## src/rtl/accuracy_uart_pkg.sv

```systemverilog
// Shared definitions for the accuracy UART reporter: session states, summary
// frame constants and the baud divider helper.
package accuracy_uart_pkg;

   typedef enum logic [1:0] {
      COLLECT = 2'd0,
      SUMMARY = 2'd1,
      DRAIN   = 2'd2
   } state_t;

   localparam logic [7:0] SUMMARY_SYNC = 8'hA5;
   localparam int         SUMMARY_LEN  = 5;

   // Truncating divide: bit period in clock cycles.
   function automatic int baud_div(input int clk_hz, input int baud);
      return clk_hz / baud;
   endfunction

endpackage

```

## src/rtl/uart_tx_serializer.sv

```systemverilog
// 8N1 UART transmitter. Pops a byte whenever idle (or on the last cycle of a
// stop bit, so back-to-back frames have no gap) and drives a registered tx line.
module uart_tx_serializer #(
   parameter int DIV = 217
) (
   input  logic       clk_25m,
   input  logic       rst,
   input  logic       tx_start,
   input  logic [7:0] tx_data,
   output logic       tx_pop,
   output logic       tx_busy,
   output logic       tx
);

   localparam int            DW       = $clog2(DIV + 1);
   localparam logic [DW-1:0] DIV_LAST = DW'(DIV - 1);

   logic          active;
   logic [DW-1:0] div_cnt;
   logic [3:0]    bit_cnt;
   logic [8:0]    shift;
   logic          bit_end;
   logic          frame_end;

   assign bit_end   = (div_cnt == DIV_LAST);
   assign frame_end = active && bit_end && (bit_cnt == 4'd9);
   assign tx_pop    = tx_start && (!active || frame_end);
   assign tx_busy   = active;

   // bit_cnt: 0 = start, 1..8 = data, 9 = stop
   always_ff @(posedge clk_25m) begin
      if (rst) begin
         active  <= 1'b0;
         div_cnt <= '0;
         bit_cnt <= '0;
         tx      <= 1'b1;
      end else if (tx_pop) begin
         active  <= 1'b1;
         div_cnt <= '0;
         bit_cnt <= '0;
         tx      <= 1'b0;
      end else if (active) begin
         if (bit_end) begin
            div_cnt <= '0;
            if (bit_cnt == 4'd9) begin
               active <= 1'b0;
            end else begin
               bit_cnt <= bit_cnt + 4'd1;
               tx      <= shift[0];
            end
         end else begin
            div_cnt <= div_cnt + 1'b1;
         end
      end
   end

   // Stop bit rides in at the top so the ninth shift presents it on tx.
   always_ff @(posedge clk_25m) begin
      if (tx_pop)
         shift <= {1'b1, tx_data};
      else if (active && bit_end && (bit_cnt != 4'd9))
         shift <= {1'b1, shift[8:1]};
   end

endmodule

```

## src/rtl/accuracy_uart_reporter.sv

```systemverilog
// Accuracy session reporter: counts results vs labels, queues result bytes in a
// FIFO and streams them over UART. Define ACC_SUMMARY_EN to append a summary frame.
module accuracy_uart_reporter
   import accuracy_uart_pkg::*;
#(
   parameter int CLK_HZ      = 25000000,
   parameter int BAUD        = 115200,
   parameter int RESULT_W    = 4,
   parameter int NUM_SAMPLES = 100,
   parameter int FIFO_DEPTH  = 16
) (
   input  logic                clk_25m,
   input  logic                rst,
   input  logic                uart_knob,
   input  logic                result_valid,
   input  logic [RESULT_W-1:0] result,
   input  logic [RESULT_W-1:0] label,
   input  logic                clear,
   output logic [15:0]         sample_count,
   output logic [15:0]         correct_count,
   output logic                overflow,
   output logic                busy,
   output logic                done,
   output logic                tx
);

   localparam int            DIV      = baud_div(CLK_HZ, BAUD);
   localparam int            AW       = $clog2(FIFO_DEPTH);
   localparam logic [15:0]   LAST_IDX = 16'(NUM_SAMPLES - 1);
   localparam logic [AW:0]   FULL_CNT = (AW + 1)'(FIFO_DEPTH);

   state_t        state_q, state_d;
   logic [7:0]    fifo_mem [FIFO_DEPTH];
   logic [AW-1:0] wr_ptr, rd_ptr;
   logic [AW:0]   fifo_cnt;
   logic          accept, last_sample, full_eff;
   logic          push_req, push_ok, pop, tx_start, ser_busy;
   logic [7:0]    push_data;

`ifdef ACC_SUMMARY_EN
   logic [2:0] sum_idx;

   function automatic logic [7:0] summary_byte(input logic [2:0] idx,
                                               input logic [15:0] cc,
                                               input logic [15:0] sc);
      case (idx)
         3'd0:    return SUMMARY_SYNC;
         3'd1:    return cc[15:8];
         3'd2:    return cc[7:0];
         3'd3:    return sc[15:8];
         default: return sc[7:0];
      endcase
   endfunction
`endif

   assign accept      = result_valid && uart_knob && (state_q == COLLECT) && !clear;
   assign last_sample = accept && (sample_count == LAST_IDX);
   // A pop in the same cycle frees a slot, so a full FIFO still takes the push.
   assign full_eff    = (fifo_cnt == FULL_CNT) && !pop;
   assign push_ok     = push_req && !full_eff;
   assign tx_start    = (fifo_cnt != '0) && !clear;
   assign busy        = (fifo_cnt != '0) || ser_busy;

   always_comb begin
      state_d   = state_q;
      push_req  = 1'b0;
      push_data = 8'(result);
      case (state_q)
         COLLECT: begin
            push_req = accept;
            if (last_sample) begin
`ifdef ACC_SUMMARY_EN
               state_d = SUMMARY;
`else
               state_d = DRAIN;
`endif
            end
         end
`ifdef ACC_SUMMARY_EN
         SUMMARY: begin
            push_req  = 1'b1;
            push_data = summary_byte(sum_idx, correct_count, sample_count);
            if (push_ok && (sum_idx == 3'(SUMMARY_LEN - 1)))
               state_d = DRAIN;
         end
`endif
         default: ;
      endcase
      if (clear) begin
         state_d  = COLLECT;
         push_req = 1'b0;
      end
   end

   always_ff @(posedge clk_25m) begin
      if (rst || clear) begin
         state_q       <= COLLECT;
         sample_count  <= '0;
         correct_count <= '0;
         overflow      <= 1'b0;
         done          <= 1'b0;
`ifdef ACC_SUMMARY_EN
         sum_idx       <= '0;
`endif
      end else begin
         state_q <= state_d;
         if (accept) begin
            sample_count <= sample_count + 16'd1;
            if (result == label)
               correct_count <= correct_count + 16'd1;
            if (full_eff)
               overflow <= 1'b1;
         end
`ifdef ACC_SUMMARY_EN
         if ((state_q == SUMMARY) && push_ok)
            sum_idx <= sum_idx + 3'd1;
`endif
         done <= (state_q == DRAIN) && (fifo_cnt == '0) && !ser_busy;
      end
   end

   always_ff @(posedge clk_25m) begin
      if (rst || clear) begin
         wr_ptr   <= '0;
         rd_ptr   <= '0;
         fifo_cnt <= '0;
      end else begin
         if (push_ok)
            wr_ptr <= wr_ptr + 1'b1;
         if (pop)
            rd_ptr <= rd_ptr + 1'b1;
         fifo_cnt <= fifo_cnt + (AW + 1)'(push_ok) - (AW + 1)'(pop);
      end
   end

   always_ff @(posedge clk_25m) begin
      if (push_ok)
         fifo_mem[wr_ptr] <= push_data;
   end

   uart_tx_serializer #(.DIV(DIV)) u_ser (
      .clk_25m (clk_25m),
      .rst     (rst),
      .tx_start(tx_start),
      .tx_data (fifo_mem[rd_ptr]),
      .tx_pop  (pop),
      .tx_busy (ser_busy),
      .tx      (tx)
   );

endmodule

```

## config.mk

```make
export PLATFORM = sky130hd
export DESIGN_NAME = accuracy_uart_reporter
export DESIGN_NICKNAME = d
export VERILOG_FILES = /design/src/rtl/accuracy_uart_pkg.sv /design/src/rtl/uart_tx_serializer.sv /design/src/rtl/accuracy_uart_reporter.sv
export SDC_FILE = /design/constraint.sdc
export NUM_CORES = 1
export LEC_CHECK = 0
export BUFFER_PORTS_ARGS = -buffer_cell sky130_fd_sc_hd__buf_2
export CAP_MARGIN = 20
export CELL_PAD_IN_SITES_DETAIL_PLACEMENT = 1
export CELL_PAD_IN_SITES_GLOBAL_PLACEMENT = 2
export CORE_MARGIN = 3
export CORE_UTILIZATION = 41
export CTS_CLUSTER_SIZE = 12
export DETAILED_ROUTE_END_ITERATION = 16
export GPL_TIMING_DRIVEN = 0
export PLACE_DENSITY = 0.81
export SLEW_MARGIN = 20
export SYNTH_ARGS = -nofsm -noshare
export SYNTH_HDL_FRONTEND = slang
export SYNTH_SLANG_ARGS = --single-unit
export TNS_END_PERCENT = 100
```

## constraint.sdc

```tcl
create_clock -name clk_25m -period 4 [get_ports clk_25m]
set_input_delay 0.6 -clock clk_25m [delete_from_list [all_inputs] [get_ports clk_25m]]
set_output_delay 0.6 -clock clk_25m [all_outputs]
set_load 0.05 [all_outputs]
```

==> results.ini <==
[run_status]
outcome=finished, final reports clean

[synthesis]
synthesis.area_mm2=0.005993
postSynth.asyncResetShare_pct=0
synthAdderAreaFrac_pct=3.883
synthMuxAreaShare_pct=6.618
synth-edff-count=72
yosysUniqueCellTypes=48
yosys_register_bits=138
synth-simple-area-share_pct=16.91
ys.flop_type=edfxtp_1
synth_top_family_by_area=simple AND/OR/NAND/NOR gates
yosys_warnings=0
synth-xor-area-share_pct=6.284
syn_nets=531
yosysSeqAreaShare_pct=58.12
syn_avg_cell_area_um2=11.99
synth_compound_gate_area_share_pct=5.136
synthCells=500

[cts]
holdBufCountCts=0
path_clk_slew_ns=0.06
clock-sinks=138
cts_tree=yes
cts.htree.levels=4
cts_buffers=17
clk_latency_ns=0.42
cts_root_buffer=clkbuf_16
cts-resized-gates=0
cts_setup_buffers=0
cts_buffer_depth=2

[placed_design]
port_buffers=48
place_area_mm2=0.006459
gp_congestion=0.7421
dp.cells=728
pre_cts_slack_ns=0.3905
dp_hpwl_um=9643

[power]
power_density_mw_per_mm2=541.0
peakVddDrop_v=0.0002305
p_leak_nw=2.600
fin_total_pwr_mw=3.827

[layout]
nNetsFinal=598
n_antenna_cell=0
areaGrowthSynthToFinish_pct=18.02
drive_above_1_share_pct=19.48
fin_area_mm2=0.007073
fill_cells=1531
final_cells=760
multi_input_area_mm2=0.002327
final_core_util_pct=50.18
regArea_mm2=0.003483

[die]
dieArea_mm2=0.01610
die_y_um=126.9
start_util_pct=42.52
die_w_um=126.9
io_pins=49
core_mm2=0.01410
row_count=43

[timing]
final-setup-viol-count=0
period_needed_ns=3.570
tightest_slew_ns=0.8752
whs_ns=0.4659
grt_setup_unrepaired=no
drv_slew=0
slew-limit-headroom_pct=41.66
fin_tns_setup_ns=0
period_share_pct=89.25
hold_viol_final=0
fmax_mhz=280.1
worst_slack_ns=0.4298
skew_ns=0.007236

[critical_path]
path_class=flop to flop
start_kind=flop
crit_arrival_ns=3.85
cp.required_ns=4.28
critPathCaptureType=flop
cp_max_fo=10
r2r_cells=16

[routing]
wl_per_cell_um=17.75
via_per_inst=5.261
vias=3998
drt_first_pass_iters=4
wl_um=13490
drcViolationCount=0
drt_iter0_drc=249
postRouteAntennaNets=0

[hold_path]
whs_path_depth=2
hold_class=flop to flop

[grt]
grt_pass1_wl_um=22360
grt_max_degree=18
grt_overflow_total=0
antenna_found_initial=0
grt_usage_pct=17.85
grt_pass1_vias=4204

[flow_run]
drv_cap=0

==> routing by layer <==
metal	track usage [%]	share of wire [%]
met5	0	0
met2	29.39	49
met3	3.958	3.2
met1	22.91	46
met4	7.192	1.6
==> registers in the layout, summed over array words and instances (netlist names), named ones only <==
name,cells
correct_count,16
done,1
fifo_cnt,5
fifo_mem,64
overflow,1
rd_ptr,4
sample_count,16
state_q,1
u_ser.bit_cnt,4
u_ser.div_cnt,8
u_ser.shift,8
u_ser.tx,1
u_ser.tx_busy,1
wr_ptr,4
==> cell usage after synthesis, types with 3 or more instances <==
cell / count / area [um2]
edfxtp_1: 72 / 2162
dfxtp_1: 66 / 1321
nor2_1: 54 / 202.7
xor2_1: 27 / 236.5
a21oi_1: 23 / 115.1
inv_1: 21 / 78.83
nand2_1: 21 / 78.83
and3_1: 20 / 125.1
ha_1: 17 / 212.7
xnor2_1: 16 / 140.1
nand4_1: 14 / 87.58
mux4_2: 12 / 270.3
clkbuf_1: 11 / 41.29
nor2b_1: 11 / 68.82
nor3_1: 11 / 55.05
or3_1: 11 / 68.82
nand3_1: 10 / 50.05
o21ai_0: 10 / 50.05
and2_1: 8 / 50.05
buf_2: 8 / 40.04
mux2i_1: 7 / 70.07
a2111oi_0: 5 / 43.79
mux2_2: 5 / 56.30
a211oi_1: 4 / 30.03
or2_2: 4 / 25.02
nor4_1: 3 / 18.77
==> final cells by class <==
cell class | count | area share, %
multi-input cells | 319 | 32.90
well taps | 180 | 3.184
clock buffers | 21 | 6.651
inverters | 21 | 1.114
plain buffers | 22 | 1.468
clock inverters | 11 | 2.034
repair buffers | 48 | 3.396
flip-flops and latches | 138 | 49.25
==> placed cells by master, fill, tap and decap left out, drive strengths merged, types with 2 or more instances in the layout <==
master     n
nand2     21
or4        2
nand3b     2
nor4bb     2
a211oi     4
nand3     10
nand4b     2
inv       21
a21o       2
and3      20
clkinv     6
nor3      11
a2111oi    5
buf       59
xnor2     16
mux2i      7
bufinv     3
a31oi      2
mux2       5
nor2b     11
clkinvlp   2
dfxtp     66
xor2      27
and2       8
nor2      54
a21oi     23
mux4      12
edfxtp    72
nor4b      2
o21ai     10
nand4     16
or3       11
clkbuf    32
nor4       5
ha        17
or2        4
==> worst max-delay path, stage by stage, from the launching register on <==
cell and delay [ns]:
dfxtp_1 0.40, ha_1 0.19, nand3b_1 0.17, nor3_1 0.41, o21a_1 0.18, buf_2 0.19
clkbuf_1 0.31, inv_1 0.08, ha_1 0.28, inv_1 0.04, ha_1 0.20, fa_1 0.41
a21oi_1 0.16, nor2_1 0.06, nor2_1 0.14, xnor2_1 0.15, nor2_1 0.06
==> logic make-up after synthesis <==
logic type                 count (synthesis)
AOI/OAI and AO/OA                         51
xor gates and xnor gates                  43
adders and majority gates                 18
buffers and inverters                     43
DFF                                      138
muxes                                     24
and+or+nand+nor                          183
==> worst paths after layout <==
kind | start | end | slack [ns]
worst max-delay path | u_ser.bit_cnt[0] | fifo_cnt[4] | 0.43
worst min-delay path | u_ser.shift[0] | u_ser.tx | 0.47
worst max register to register | u_ser.bit_cnt[0] | fifo_cnt[4] | 0.43
worst min register to register | u_ser.shift[0] | u_ser.tx | 0.47
==> where the power goes <==
part / internal, mW / leakage, nW / switching, mW
Clock: 1.03 / 0.294 / 0.588
Sequential: 1.60 / 1.18 / 0.0342
Combinational: 0.206 / 1.12 / 0.372
Total: 2.83 / 2.60 / 0.994
Note: power is estimated with default switching activity, not from simulation.
